`config.mk`:
```
export PLATFORM = sky130hd
export DESIGN_NAME = sd_dat_block_rx_flat
export DESIGN_NICKNAME = d
export VERILOG_FILES = /design/src/rtl/sd_dat_block_rx_if.sv /design/src/rtl/sd_dat_block_rx.sv /design/src/flat_wrapper.sv
export SDC_FILE = /design/constraint.sdc
export NUM_CORES = 1
export LEC_CHECK = 0
export BUFFER_PORTS_ARGS = -buffer_cell sky130_fd_sc_hd__buf_4
export CAP_MARGIN = 25
export CORE_MARGIN = 2
export CORE_UTILIZATION = 23
export CTS_CLUSTER_DIAMETER = 30
export DETAILED_ROUTE_END_ITERATION = 8
export PLACE_DENSITY = 0.34
export SKIP_CTS_REPAIR_TIMING = 1
export SYNTH_ARGS = -nofsm -noshare
export SYNTH_HDL_FRONTEND = slang
export SYNTH_SLANG_ARGS = --single-unit
```
`constraint.sdc`:
```
create_clock -name clk12mhz -period 4.4 [get_ports clk12mhz]
set_input_delay 0 -clock clk12mhz [delete_from_list [all_inputs] [get_ports clk12mhz]]
set_output_delay 0 -clock clk12mhz [all_outputs]
set_load 0.02 [all_outputs]
```
`src/rtl/sd_dat_block_rx_if.sv`:
```
// Signal bundle between the SD data-block receiver and its controller.
// The controller (master) drives the sample strobe, the arm request and
// the DAT lines. The receiver (slave) returns the byte stream and the
// block status.
interface sd_dat_block_rx_if;
    logic       sample;
    logic       arm;
    logic [3:0] sd_datIn;
    logic       busy;
    logic [7:0] data;
    logic       data_valid;
    logic       done;
    logic       crc_ok;
    logic       timeout;

    modport master (
        output sample, arm, sd_datIn,
        input  busy, data, data_valid, done, crc_ok, timeout
    );

    modport slave (
        input  sample, arm, sd_datIn,
        output busy, data, data_valid, done, crc_ok, timeout
    );
endinterface

```
`src/rtl/sd_dat_block_rx.sv`:
```
// Receives one data block on the 4-bit SD DAT bus.
// DAT is sampled on SD-clock rising-edge strobes, and each pair of nibbles is
// assembled into a byte (high nibble first). Each line's CRC16 and the end bit
// are checked, and the block ends with one done pulse carrying its status.
// A block that never starts ends in a timeout.
module sd_dat_block_rx #(
    parameter int BLOCK_BYTES     = 512,
    parameter int TIMEOUT_STROBES = 65535
) (
    input  logic            clk12mhz,
    input  logic            rst_n,
    sd_dat_block_rx_if.slave bus
);

    localparam int NIBBLES = 2 * BLOCK_BYTES;
    localparam int NW      = $clog2(NIBBLES);
    localparam int TW      = $clog2(TIMEOUT_STROBES + 1);

    localparam logic [NW-1:0] NIB_LAST = NW'(NIBBLES - 1);
    localparam logic [TW-1:0] TMO_LAST = TW'(TIMEOUT_STROBES - 1);

    localparam logic [2:0] S_IDLE  = 3'd0;
    localparam logic [2:0] S_WAIT  = 3'd1;
    localparam logic [2:0] S_DATA  = 3'd2;
    localparam logic [2:0] S_CRC   = 3'd3;
    localparam logic [2:0] S_END   = 3'd4;

    logic [2:0]    state;
    logic          busy_r;
    logic          done_r;
    logic          crc_ok_r;
    logic          timeout_r;
    logic          err;
    logic [TW-1:0] tmo_cnt;
    logic [NW-1:0] nib_cnt;
    logic [3:0]    bit_cnt;
    logic [15:0]   crc_q [4];
    logic [3:0]    hi_nib;
    logic [7:0]    data_p0;
    logic          vld_p0;
    logic          arm_ok;
    logic          data_stb;
    logic          crc_mismatch;

    // One serial step of CRC16-CCITT (x^16 + x^12 + x^5 + 1), MSB first.
    function automatic logic [15:0] crc16_step(input logic [15:0] c, input logic b);
        logic fb;
        fb = c[15] ^ b;
        return {c[14:0], 1'b0} ^ (fb ? 16'h1021 : 16'h0000);
    endfunction

    // Decode the events that several blocks react to.
    // An arm arriving in the done cycle is dropped, so the caller must
    // re-issue it after done.
    always_comb begin
        arm_ok       = (state == S_IDLE) && bus.arm && !done_r;
        data_stb     = (state == S_DATA) && bus.sample;
        crc_mismatch = 1'b0;
        for (int i = 0; i < 4; i++) begin
            if (bus.sd_datIn[i] != crc_q[i][4'd15 - bit_cnt]) begin
                crc_mismatch = 1'b1;
            end
        end
    end

    // Block sequencer: start-bit search, payload, CRC trailer, end bit.
    always_ff @(posedge clk12mhz) begin
        if (!rst_n) begin
            state     <= S_IDLE;
            busy_r    <= 1'b0;
            done_r    <= 1'b0;
            crc_ok_r  <= 1'b0;
            timeout_r <= 1'b0;
            err       <= 1'b0;
            tmo_cnt   <= '0;
            nib_cnt   <= '0;
            bit_cnt   <= '0;
        end else begin
            done_r <= 1'b0;
            case (state)
                S_IDLE: begin
                    if (arm_ok) begin
                        state     <= S_WAIT;
                        busy_r    <= 1'b1;
                        crc_ok_r  <= 1'b0;
                        timeout_r <= 1'b0;
                        err       <= 1'b0;
                        tmo_cnt   <= '0;
                    end
                end
                S_WAIT: begin
                    if (bus.sample) begin
                        // A start bit on the last allowed strobe still counts.
                        if (bus.sd_datIn == 4'b0000) begin
                            state   <= S_DATA;
                            nib_cnt <= '0;
                        end else if (tmo_cnt == TMO_LAST) begin
                            state     <= S_IDLE;
                            timeout_r <= 1'b1;
                            done_r    <= 1'b1;
                            busy_r    <= 1'b0;
                        end else begin
                            tmo_cnt <= tmo_cnt + TW'(1);
                        end
                    end
                end
                S_DATA: begin
                    if (bus.sample) begin
                        if (nib_cnt == NIB_LAST) begin
                            state   <= S_CRC;
                            bit_cnt <= '0;
                        end else begin
                            nib_cnt <= nib_cnt + NW'(1);
                        end
                    end
                end
                S_CRC: begin
                    if (bus.sample) begin
                        if (crc_mismatch) begin
                            err <= 1'b1;
                        end
                        if (bit_cnt == 4'd15) begin
                            state <= S_END;
                        end else begin
                            bit_cnt <= bit_cnt + 4'd1;
                        end
                    end
                end
                S_END: begin
                    if (bus.sample) begin
                        state    <= S_IDLE;
                        done_r   <= 1'b1;
                        busy_r   <= 1'b0;
                        crc_ok_r <= !(err || (bus.sd_datIn != 4'hF));
                    end
                end
                default: state <= S_IDLE;
            endcase
        end
    end

    // Per-line CRC accumulators: cleared on an accepted arm and fed during payload.
    always_ff @(posedge clk12mhz) begin
        if (!rst_n || arm_ok) begin
            for (int i = 0; i < 4; i++) begin
                crc_q[i] <= '0;
            end
        end else if (data_stb) begin
            for (int i = 0; i < 4; i++) begin
                crc_q[i] <= crc16_step(crc_q[i], bus.sd_datIn[i]);
            end
        end
    end

    // Byte assembly. The high nibble is parked, and the byte is presented with
    // a one-cycle valid after its low nibble.
    always_ff @(posedge clk12mhz) begin
        if (data_stb && !nib_cnt[0]) begin
            hi_nib <= bus.sd_datIn;
        end
    end

    // Byte output register. Reset clears it, and it otherwise holds the last byte.
    always_ff @(posedge clk12mhz) begin
        if (!rst_n) begin
            data_p0 <= '0;
            vld_p0  <= 1'b0;
        end else begin
            vld_p0 <= 1'b0;
            if (data_stb && nib_cnt[0]) begin
                data_p0 <= {hi_nib, bus.sd_datIn};
                vld_p0  <= 1'b1;
            end
        end
    end

    assign bus.busy       = busy_r;
    assign bus.data       = data_p0;
    assign bus.data_valid = vld_p0;
    assign bus.done       = done_r;
    assign bus.crc_ok     = crc_ok_r;
    assign bus.timeout    = timeout_r;

endmodule

```
`src/flat_wrapper.sv`:
```
// flat-port wrapper written by rule: the top's interface ports become plain ports
module sd_dat_block_rx_flat 
#(
    parameter int BLOCK_BYTES     = 512,
    parameter int TIMEOUT_STROBES = 65535
)
  (clk12mhz, rst_n, bus_sample, bus_arm, bus_sd_datIn, bus_busy, bus_data, bus_data_valid, bus_done, bus_crc_ok, bus_timeout);
  sd_dat_block_rx_if bus_i ();
  input  logic clk12mhz;
  input  logic rst_n;
  input wire logic [$bits(bus_i.sample)-1:0] bus_sample;
  input wire logic [$bits(bus_i.arm)-1:0] bus_arm;
  input wire logic [$bits(bus_i.sd_datIn)-1:0] bus_sd_datIn;
  output wire logic [$bits(bus_i.busy)-1:0] bus_busy;
  output wire logic [$bits(bus_i.data)-1:0] bus_data;
  output wire logic [$bits(bus_i.data_valid)-1:0] bus_data_valid;
  output wire logic [$bits(bus_i.done)-1:0] bus_done;
  output wire logic [$bits(bus_i.crc_ok)-1:0] bus_crc_ok;
  output wire logic [$bits(bus_i.timeout)-1:0] bus_timeout;
  assign bus_i.sample = bus_sample;
  assign bus_i.arm = bus_arm;
  assign bus_i.sd_datIn = bus_sd_datIn;
  assign bus_busy = bus_i.busy;
  assign bus_data = bus_i.data;
  assign bus_data_valid = bus_i.data_valid;
  assign bus_done = bus_i.done;
  assign bus_crc_ok = bus_i.crc_ok;
  assign bus_timeout = bus_i.timeout;
  sd_dat_block_rx #(.BLOCK_BYTES(BLOCK_BYTES), .TIMEOUT_STROBES(TIMEOUT_STROBES)) u_core (.clk12mhz(clk12mhz), .rst_n(rst_n), .bus(bus_i));
endmodule
```
==> flow_summary_export.csv <==
group,metric,value,unit
sta,worstMarginPinSlew,0.938,ns
floorplan,fp.dieW,157,um
placement,port_buffers,20,
global_route,grt_pass1_wl,19.3,mm
placement,post_dp_cell_area,5880,um2
layout,area_growth,20.8,%
critical_path,reg2reg_from,"u_core.state[1]$_SDFFE_PN0P_",
global_route,grt_pass1_vias,3403,
synth,synth_ff_type,"edfxtp_1",
clock_network,cts-root-buf,"clkbuf_16",
power_and_ir_drop,vdd_drop_max,0.185,mV
synth,async_reset_ff_share,0,%
global_route,grt_overflow_total,0,
sta,clock_skew,0.0103,ns
critical_path,start_kind,"flop",
clock_network,cts_buffers,17,
routing,first_iter_violations,162,
flow_run,max-cap-violations,0,
synth,synth-seq-cells,115,
global_route,grt_max_degree,53,
synth,synth_cell_types,53,
critical_path,worstPathArrival,2.88,ns
critical_path,worstSetupEndpointType,"flop",
floorplan,die_area,24800,um2
global_route,use_met2,15.7,%
sta,setup_viol,0,
placement,gp_congestion,0.729,
sta,slew_violations,0,
synth,synth_edf_count,68,
critical_path,crit_fanout,42,
floorplan,io_pins,21,
routing,drc,0,
layout,fillers,2409,
routing,via_per_inst,4.22,
synth,synth_fp_nets,464,
synth,synthDominantCellAreaShare,37.7,%
global_route,met3_usage,3.30,%
critical_path,cp-endpoint,"u_core.crc_q[0][40]$_SDFFCE_PN0P_",
global_route,antenna_found_initial,0,
sta,period_share,64.5,%
placement,dpl.hpwl,7.76,mm
routing,vias,3399,
synth,synth_area_leader_cell,"edfxtp_1",
critical_path,startpoint,"u_core.state[1]$_SDFFE_PN0P_",
clock_network,clockBufferDepth,2,
sta,layout_min_cycle_time,2.84,ns
floorplan,die_h,157,um
global_route,busiest_layer,"met2",
sta,tns,0,ns
clock_network,cts_tree,"yes",
synth,synth.area.top_cells,"edfxtp_1 (38%), dfxtp_1 (17%), and2_1 (6.5%), mux4_2 (5.4%), nor2_1 (3.7%)",
layout,multi_input_area,2290,um2
clock_network,h-tree-depth,4,
floorplan,rows,56,
layout,seqCellArea,2980,um2
power_and_ir_drop,leakagePower,2.40,nW
critical_path,rrSetupSlack,1.56,ns
routing,wl_per_cell,14.9,um
sta,rsz0062_at_grt,"no",
clock_network,clock_sinks,115,
sta,slew_headroom,37.3,%
layout,fin_util,28.0,%
clock_network,worstSkewPairLatency,0.41,ns
synth,syn-cell-area,5420,um2
status,status,"finished, final reports clean",
synth,netlist_instances,452,
global_route,grt_usage,10.3,%
global_route,gr-usage-met1,14.1,%
synth,ys_seq_area_share,55.0,%
critical_path,crit_slowest_cell,"dfxtp_1",
routing,drt-pass1-iter-count,4,
hold_path,holdCritPathClass,"in -> reg",
layout,antenna_cells,0,
critical_path,crit_type,"reg -> reg",
power_and_ir_drop,p_total,3.31,mW
synth,yosysWarnings,0,
sta,max_freq,0.353,GHz
floorplan,core,23300,um2
power_and_ir_drop,p_per_area,506,nW/um2
critical_path,worstPathRequired,4.44,ns
layout,final_nets,486,
floorplan,start_util,23.2,%
critical_path,r2r_cells,5,
critical_path,slowest_delay,0.60,ns
sta,final-hold-violation-count,0,
layout,final_area,6540,um2
critical_path,path_cells,"inv_1 > nor3_1 > nand2_1 > nand2b_2 > buf_4",
critical_path,worstReg2RegEnd,"u_core.crc_q[0][40]$_SDFFCE_PN0P_",
synth,avgSynthCellArea,12.0,um2
synth,yosysMostFrequentCell,"edfxtp_1",
routing,antenna_left,0,
clock_network,path_clk_slew,0.05,ns
layout,drive_above_1_share,16.4,%
synth,synthTopCellsByCount,"edfxtp_1 (68), and2_1 (56), nor2_1 (54)",
routing,wirelength,12.0,mm
==> routing by layer <==
| layer | vias up | routed length [um] |
|---|---|---|
| met4 | 0 | 119 |
| li1 | 1677 | - |
| met1 | 1675 | 6010 |
| met2 | 38 | 5480 |
| met5 | - | 0 |
| met3 | 9 | 374 |
==> flip-flops by register name, indices dropped and copies added (netlist names), 3 cells and up <==
register,count
u_core.tmo_cnt,16
u_core.bit_cnt,4
u_core.crc_q,64
u_core.nib_cnt,10
u_core.bus.data,8
u_core.hi_nib,4
u_core.state,3
==> cells in the final DEF, fill, tap and decap left out, types with 8 or more instances in the layout <==
cell type	Yosys	routed
clkbuf_16	0	20
xor2_1	20	20
a21oi_1	11	11
nor2_1	54	53
mux4_2	13	13
xnor2_1	15	15
buf_4	1	24
dfxtp_1	47	47
and2_1	56	56
edfxtp_1	68	68
mux2i_1	13	13
nor3_1	8	8
nand2_1	17	17
nand3_1	11	11
==> critical path: cells and delay by family (launching register included) <==
kind                   cells  cell delay (ns)
buffers and inverters      2             0.73
flip-flops                 1             0.60
AND/OR/NAND/NOR            3             1.09
==> report_power, final <==
| group | switching, mW | internal, mW | leakage [nW] | total [mW] |
|---|---|---|---|---|
| Combinational | 0.256 | 0.184 | 0.986 | 0.440 |
| Sequential | 0.122 | 1.35 | 1.11 | 1.47 |
| Clock | 0.489 | 0.909 | 0.296 | 1.40 |
| Total | 0.867 | 2.44 | 2.40 | 3.31 |
==> through the flow <==
step	instances	hold slack, ns	worst slack (ns)
6_report	806	0.345	1.56
5_1_grt	806	0.402	1.27
4_1_cts	800	-0.155	1.55
3_5_place_dp	768	0.275	1.57
3_3_place_gp	768	0.277	1.71
2_1_floorplan	452	0.0989	1.09
==> worst min-delay path by stage <==
stage	startpoint	endpoint	slack, ns	cells after the start
CTS	bus_sd_datIn[0]	u_core.hi_nib[0]$_DFFE_PP_	-0.16	1
floorplan	bus_sd_datIn[0]	u_core.hi_nib[0]$_DFFE_PP_	0.1	0
detailed placement	bus_sd_datIn[0]	u_core.hi_nib[0]$_DFFE_PP_	0.28	1
global placement	bus_sd_datIn[3]	u_core.hi_nib[3]$_DFFE_PP_	0.28	1
global route	bus_sd_datIn[0]	u_core.hi_nib[0]$_DFFE_PP_	0.40	2
finish	bus_arm	u_core.bus.crc_ok$_SDFFE_PN0P_	0.35	7
==> area by class of cell <==
class	count	share of cell area [%]
inverter	8	0.459
multi-input combinational	302	34.9
sequential	115	45.6
clock inverter	6	0.956
timing repair buffer	30	3.67
tap	319	6.10
clock buffer	26	8.30
==> cell families after synthesis <==
kind of cell	share of synthesized area, %
AO/OA/AOI/OAI	5.56
XOR/XNOR	5.66
adder cells (fa/ha/maj)	0.924
buffers and inverters	2.96
flip-flops	55.0
multiplexers	10.7
AND/OR/NAND/NOR	19.1
(Power assumes the default switching activity.)
